File: src/rtl/nand_bus_sequencer.sv
// Per-port NAND flash bus timing engine: turns single CMD/ADDR/WRITE/READ/WAIT_RB
// requests into timed CLE/ALE/WEN/REN/IO waveforms and reports completion.
module nand_bus_sequencer #(
  parameter int T_SETUP = 1,
  parameter int T_PULSE = 2,
  parameter int T_HOLD  = 1,
  parameter int T_WB    = 2,
  parameter int TIMEOUT = 1023
) (
  input  logic       clk,
  input  logic       rst,
  input  logic       req_valid,
  output logic       req_ready,
  input  logic [2:0] req_op,
  input  logic [7:0] req_data,
  output logic       rsp_valid,
  output logic [7:0] rsp_data,
  output logic       rsp_err,
  output logic       F_CLE,
  output logic       F_ALE,
  output logic       F_WEN,
  output logic       F_REN,
  input  logic       F_RB,
  output logic [7:0] F_IO_out,
  output logic       F_IO_oe,
  input  logic [7:0] F_IO_in
);

  localparam logic [2:0] ST_IDLE   = 3'd0;
  localparam logic [2:0] ST_SETUP  = 3'd1;
  localparam logic [2:0] ST_PULSE  = 3'd2;
  localparam logic [2:0] ST_HOLD   = 3'd3;
  localparam logic [2:0] ST_WB     = 3'd4;
  localparam logic [2:0] ST_WAITRB = 3'd5;

  localparam logic [2:0] OP_CMD    = 3'd0;
  localparam logic [2:0] OP_ADDR   = 3'd1;
  localparam logic [2:0] OP_WRITE  = 3'd2;
  localparam logic [2:0] OP_READ   = 3'd3;
  localparam logic [2:0] OP_WAITRB = 3'd4;

  localparam logic [3:0]  SETUP_LOAD = 4'(T_SETUP - 1);
  localparam logic [3:0]  PULSE_LOAD = 4'(T_PULSE - 1);
  localparam logic [3:0]  HOLD_LOAD  = 4'(T_HOLD - 1);
  localparam logic [3:0]  WB_LOAD    = 4'(T_WB - 1);
  localparam logic [15:0] WAIT_LOAD  = 16'(TIMEOUT - 1);

  logic [2:0]  state_reg, state_next;
  logic [2:0]  op_reg, op_next;
  logic [7:0]  data_reg, data_next;
  logic [3:0]  phase_cnt_reg, phase_cnt_next;
  logic [15:0] wait_cnt_reg, wait_cnt_next;
  logic        rsp_valid_reg, rsp_valid_next;
  logic        rsp_err_reg, rsp_err_next;
  logic [7:0]  rsp_data_reg, rsp_data_next;

  always_comb begin
    state_next     = state_reg;
    op_next        = op_reg;
    data_next      = data_reg;
    phase_cnt_next = phase_cnt_reg;
    wait_cnt_next  = wait_cnt_reg;
    rsp_valid_next = 1'b0;
    rsp_err_next   = 1'b0;
    rsp_data_next  = rsp_data_reg;
    case (state_reg)
      ST_IDLE: begin
        if (req_valid) begin
          op_next   = req_op;
          data_next = req_data;
          case (req_op)
            OP_CMD, OP_ADDR, OP_WRITE, OP_READ: begin
              state_next     = ST_SETUP;
              phase_cnt_next = SETUP_LOAD;
            end
            OP_WAITRB: begin
              state_next     = ST_WB;
              phase_cnt_next = WB_LOAD;
            end
            default: begin
              // Illegal op: no bus activity, error reported next cycle.
              rsp_valid_next = 1'b1;
              rsp_err_next   = 1'b1;
            end
          endcase
        end
      end
      ST_SETUP: begin
        if (phase_cnt_reg == 4'd0) begin
          state_next     = ST_PULSE;
          phase_cnt_next = PULSE_LOAD;
        end else begin
          phase_cnt_next = phase_cnt_reg - 4'd1;
        end
      end
      ST_PULSE: begin
        if (phase_cnt_reg == 4'd0) begin
          state_next     = ST_HOLD;
          phase_cnt_next = HOLD_LOAD;
          // Sample the flash byte while REN is still low.
          if (op_reg == OP_READ) rsp_data_next = F_IO_in;
        end else begin
          phase_cnt_next = phase_cnt_reg - 4'd1;
        end
      end
      ST_HOLD: begin
        if (phase_cnt_reg == 4'd0) begin
          state_next     = ST_IDLE;
          rsp_valid_next = (op_reg == OP_READ);
        end else begin
          phase_cnt_next = phase_cnt_reg - 4'd1;
        end
      end
      ST_WB: begin
        if (phase_cnt_reg == 4'd0) begin
          state_next    = ST_WAITRB;
          wait_cnt_next = WAIT_LOAD;
        end else begin
          phase_cnt_next = phase_cnt_reg - 4'd1;
        end
      end
      ST_WAITRB: begin
        // Ready wins over timeout on the last allowed cycle.
        if (F_RB) begin
          state_next     = ST_IDLE;
          rsp_valid_next = 1'b1;
        end else if (wait_cnt_reg == 16'd0) begin
          state_next     = ST_IDLE;
          rsp_valid_next = 1'b1;
          rsp_err_next   = 1'b1;
        end else begin
          wait_cnt_next = wait_cnt_reg - 16'd1;
        end
      end
      default: state_next = ST_IDLE;
    endcase
  end

  always_ff @(posedge clk) begin
    if (rst) begin
      state_reg     <= ST_IDLE;
      op_reg        <= OP_CMD;
      data_reg      <= 8'h00;
      phase_cnt_reg <= 4'd0;
      wait_cnt_reg  <= 16'd0;
      rsp_valid_reg <= 1'b0;
      rsp_err_reg   <= 1'b0;
      rsp_data_reg  <= 8'h00;
    end else begin
      state_reg     <= state_next;
      op_reg        <= op_next;
      data_reg      <= data_next;
      phase_cnt_reg <= phase_cnt_next;
      wait_cnt_reg  <= wait_cnt_next;
      rsp_valid_reg <= rsp_valid_next;
      rsp_err_reg   <= rsp_err_next;
      rsp_data_reg  <= rsp_data_next;
    end
  end

  logic bus_phase;
  logic strobe_phase;
  logic io_drive;

  assign bus_phase    = (state_reg == ST_SETUP) || (state_reg == ST_PULSE) || (state_reg == ST_HOLD);
  assign strobe_phase = (state_reg == ST_PULSE);
  assign io_drive     = bus_phase && (op_reg != OP_READ);

  assign req_ready = (state_reg == ST_IDLE);
  assign rsp_valid = rsp_valid_reg;
  assign rsp_err   = rsp_err_reg;
  assign rsp_data  = rsp_data_reg;

  assign F_CLE   = bus_phase && (op_reg == OP_CMD);
  assign F_ALE   = bus_phase && (op_reg == OP_ADDR);
  assign F_WEN   = !(strobe_phase && (op_reg != OP_READ));
  assign F_REN   = !(strobe_phase && (op_reg == OP_READ));
  assign F_IO_oe = io_drive;

  genvar gi;
  generate
    for (gi = 0; gi < 8; gi++) begin : g_io_out
      assign F_IO_out[gi] = io_drive & data_reg[gi];
    end
  endgenerate

endmodule

File: config.mk
export PLATFORM = sky130hd
export DESIGN_NAME = nand_bus_sequencer
export DESIGN_NICKNAME = d
export VERILOG_FILES = /design/src/rtl/nand_bus_sequencer.sv
export SDC_FILE = /design/constraint.sdc
export NUM_CORES = 1
export LEC_CHECK = 0
export BUFFER_PORTS_ARGS = -buffer_cell sky130_fd_sc_hd__buf_2
export CAP_MARGIN = 5
export CORE_UTILIZATION = 30
export DETAILED_ROUTE_END_ITERATION = 8
export MAX_ROUTING_LAYER = met4
export PLACE_DENSITY = 0.55
export SYNTH_ARGS = -nofsm -noshare
export SYNTH_HDL_FRONTEND = slang
export SYNTH_SLANG_ARGS = --single-unit
File: constraint.sdc
create_clock -name clk -period 2.6 [get_ports clk]
set_input_delay 0.52 -clock clk [delete_from_list [all_inputs] [get_ports clk]]
set_output_delay 0.52 -clock clk [all_outputs]
set_load 0.02 [all_outputs]
==> summary.md <==
| Metric | Value |
|---|---|
| Post-synth cell types | 57 |
| Final count of hold timing violations | 0 |
| Deepest level of the CTS H-tree | 2 |
| Leakage component of the power | 1.136 nW |
| Post-synthesis mux area share | 0.03499 |
| Most instantiated flip-flop cell in the synthesis netlist | sky130_fd_sc_hd__dfxtp_1 |
| Layout cell share with drive strength beyond 1 | 0.2215 |
| Synthesized area divided by synthesized cell count | 8.444 um2 |
| Worst vdd ir | 352.1 uV |
| Setup Fix Bufs, Post-CTS | 0 |
| Initial Utilization | 0.3122 |
| Maximum frequency from static timing analysis | 412.2 MHz |
| Endpoint type of the worst setup path | output pin |
| Worst Setup Path Type | reg -> out |
| Max cap viols | 0 |
| Synthesized cell area | 2288 um2 |
| Fin nets | 340 |
| Multi-input gate area in the final layout | 1274 um2 |
| Area of all placed cells without fillers | 2698 um2 |
| Synth Area in Adders | 0.01093 |
| Simple-gate area share of the yosys netlist | 0.2974 |
| Total global routing track utilization | 0.1495 |
| Proportion of netlist area held by the largest area contributor | 0.3849 |
| Number of antenna violations at the first check in global routing | 0 |
| Class of the tightest hold or removal check | in -> reg |
| Synthesized-area fraction occupied by ao, oa, aoi and oai cells | 0.1750 |
| Area Growth Syn to Fin | 17.88% |
| Arrival time at the worst endpoint | 1910 ps |
| Final Routed Wirelength | 5320 um |
| Via count of the first global-routing pass | 1906 |
| Net count after synthesis | 296 |
| Final critical-path share of the clock period | 0.9331 |
| Core Area | 7331 um2 |
| Startpoint type of the worst setup path | flop |
| Most used standard cells in the synthesized netlist | sky130_fd_sc_hd__dfxtp_1 (44), sky130_fd_sc_hd__nand2_1 (34), sky130_fd_sc_hd__nor2_1 (27) |
| Detailed-route via count | 2078 |
| Pin count of the biggest net entering global routing | 23 |
| Seq cells post-synth | 44 |
| Port Buf Inserts | 46 |
| Clk Latency, worst-skew pair | 300 ps |
| Final HPWL DP | 3896 um |
| Die height | 89.34 um |
| Routed length per instance | 12.82 um |
| Total negative slack | 0 ps |
| Number of enable flip-flop cells after synthesis | 0 |
| Average via count per standard cell | 5.007 |
| Max FFs per register | 16 |
| TritonCTS clock tree | built |
| Total power density per cell area | 907.5 nW/um2 |
| Sinks on the clock net | 44 |
| Number of top-level design ports | 47 |
| Violation count after the first detailed-route iteration | 118 |
| First-pass GRT wire length | 9025 um |
| Count of instances resized after the clock tree is built | 0 |
| Sequential element share of the synthesized area | 0.3849 |
| Post-detailed-route DRC marker count | 0 |
| Required time of the critical path | 2080 ps |
| Number of optimization iterations in the first detailed-route pass | 4 |
| Fill cell instance count of the final layout | 755 |
| Placement row count | 31 |
| Number of inserted diodes | 0 |
| Dominant cell by count in the synthesized netlist | sky130_fd_sc_hd__dfxtp_1 |
| Clk Tree Root Cell | sky130_fd_sc_hd__clkbuf_8 |
| Overall overflow remaining after global route | 0 |
| Clock transition at the register clock pins on the worst setup and hold paths after CTS | 90 ps |
| Number of hold-repair buffers added at the cts stage | 0 |
| Max Transition Viols Final | 0 |
| Yosys warns | 0 |
| Dominant combinational cell family by area after synthesis | simple AND/OR/NAND/NOR gates |
| Finish-stage setup viols | 0 |
| Most area-consuming cells after synthesis | sky130_fd_sc_hd__dfxtp_1 (38%), sky130_fd_sc_hd__a21oi_1 (5.7%), sky130_fd_sc_hd__nand2_1 (5.6%) |
| Standard cell area after detailed placement | 2582 um2 |
| Share of the synthesized netlist area taken by xor and xnor gates | 0.03827 |
| Tightest slew margin relative to the limit | 0.6212 |
| Die Area | 7982 um2 |
| RePlAce Congestion | 0.8362 |
| Die X-Extent | 89.34 um |
| Share of synthesized flip-flops with an asynchronous set or reset | 0 |
| Outcome | finished clean |
| Post-layout min period | 2426 ps |
| Critical Path Fanout Max | 12 |
| Antenna viol nets, final | 0 |
| Cts bufs inserted | 5 |
| Number of buffers on the longest clock path | 2 |
| FF/Latch Area | 880.8 um2 |
| Library cell occupying the most area in the post-synthesis netlist | sky130_fd_sc_hd__dfxtp_1 |
| Synthesized netlist cell count | 271 |
| Final core occ | 0.3680 |
| Worst-margin pin slew | 560.5 ps |
| Worst-case clock skew | 6.075 ps |
| RSZ-0062 raised after global routing | no |
## metal layers
layer | part of all wire | GRT usage | up-vias
li1 | - | - | 1063
met4 | 0.013 | 0.04618 | 0
met1 | 0.51 | 0.2002 | 961
met3 | 0.032 | 0.02493 | 6
met5 | 0 | - | -
met2 | 0.44 | 0.2297 | 48
## cells in the final DEF, fill, tap and decap left out, drive strengths merged, types with 5 or more instances in the layout
cell	count
a211oi	5
o21ai	9
inv	11
xor2	5
and2	10
clkbuf	5
dfxtp	44
nor3	12
buf	50
a21oi	26
xnor2	5
nor2	27
nor4	5
mux2i	8
a311oi	7
nand2	34
## critical path, cell delays in order, from the launching register on
cell and delay [ps]:
sky130_fd_sc_hd__dfxtp_1 630, sky130_fd_sc_hd__nor2_1 210, sky130_fd_sc_hd__or4_1 480, sky130_fd_sc_hd__nor2_1 120, sky130_fd_sc_hd__buf_2 170
## kinds of logic (layout without fill, tap and decap cells)
family / Yosys count / after routing
AND/OR/NAND/NOR: 123 / 123
buffers and inverters: 24 / 69
flip-flops: 44 / 44
multiplexers: 8 / 8
adder cells (fa/ha/maj): 2 / 2
XOR/XNOR: 10 / 10
AO/OA/AOI/OAI: 60 / 60
## power breakdown
group | total (mW) | switching, mW | internal (mW)
Sequential | 0.894 | 0.123 | 0.771
Combinational | 1.01 | 0.605 | 0.406
Clock | 0.543 | 0.253 | 0.290
## final timing paths
check / startpoint / to / slack, ps / depth (start not counted)
setup / recovery: state_reg[1] / F_ALE / 170 / 4
hold / removal: req_data[5] / data_reg[5] / 450 / 3
setup reg to reg: wait_cnt_reg[0] / wait_cnt_reg[5] / 540 / 7
hold reg to reg: data_reg[5] / data_reg[5] / 460 / 2
## metrics by stage
stage / power (mW) / std cells / setup slack (ps) / hold slack [ps]
global placement: 1.909 / 407 / 497.6 / 438.7
floorplan: 1.704 / 271 / 344.0 / 431.7
finish: 2.448 / 415 / 173.9 / 445.8
detailed placement: 1.911 / 407 / 494.7 / 444.6
global route: 2.627 / 415 / 65.21 / 434.6
CTS: 2.461 / 415 / 188.2 / 436.9
## area by class of cell
type                            count  area share
Multi-Input combinational cell    203      0.4722
Clock buffer                        5     0.02551
Tap cell                           99     0.04592
Sequential cell                    44      0.3265
Inverter                           11     0.01623
Timing Repair Buffer               50     0.09648
Clock inverter                      3     0.01716
No activity file was read; power rests on OpenSTA's default activity.
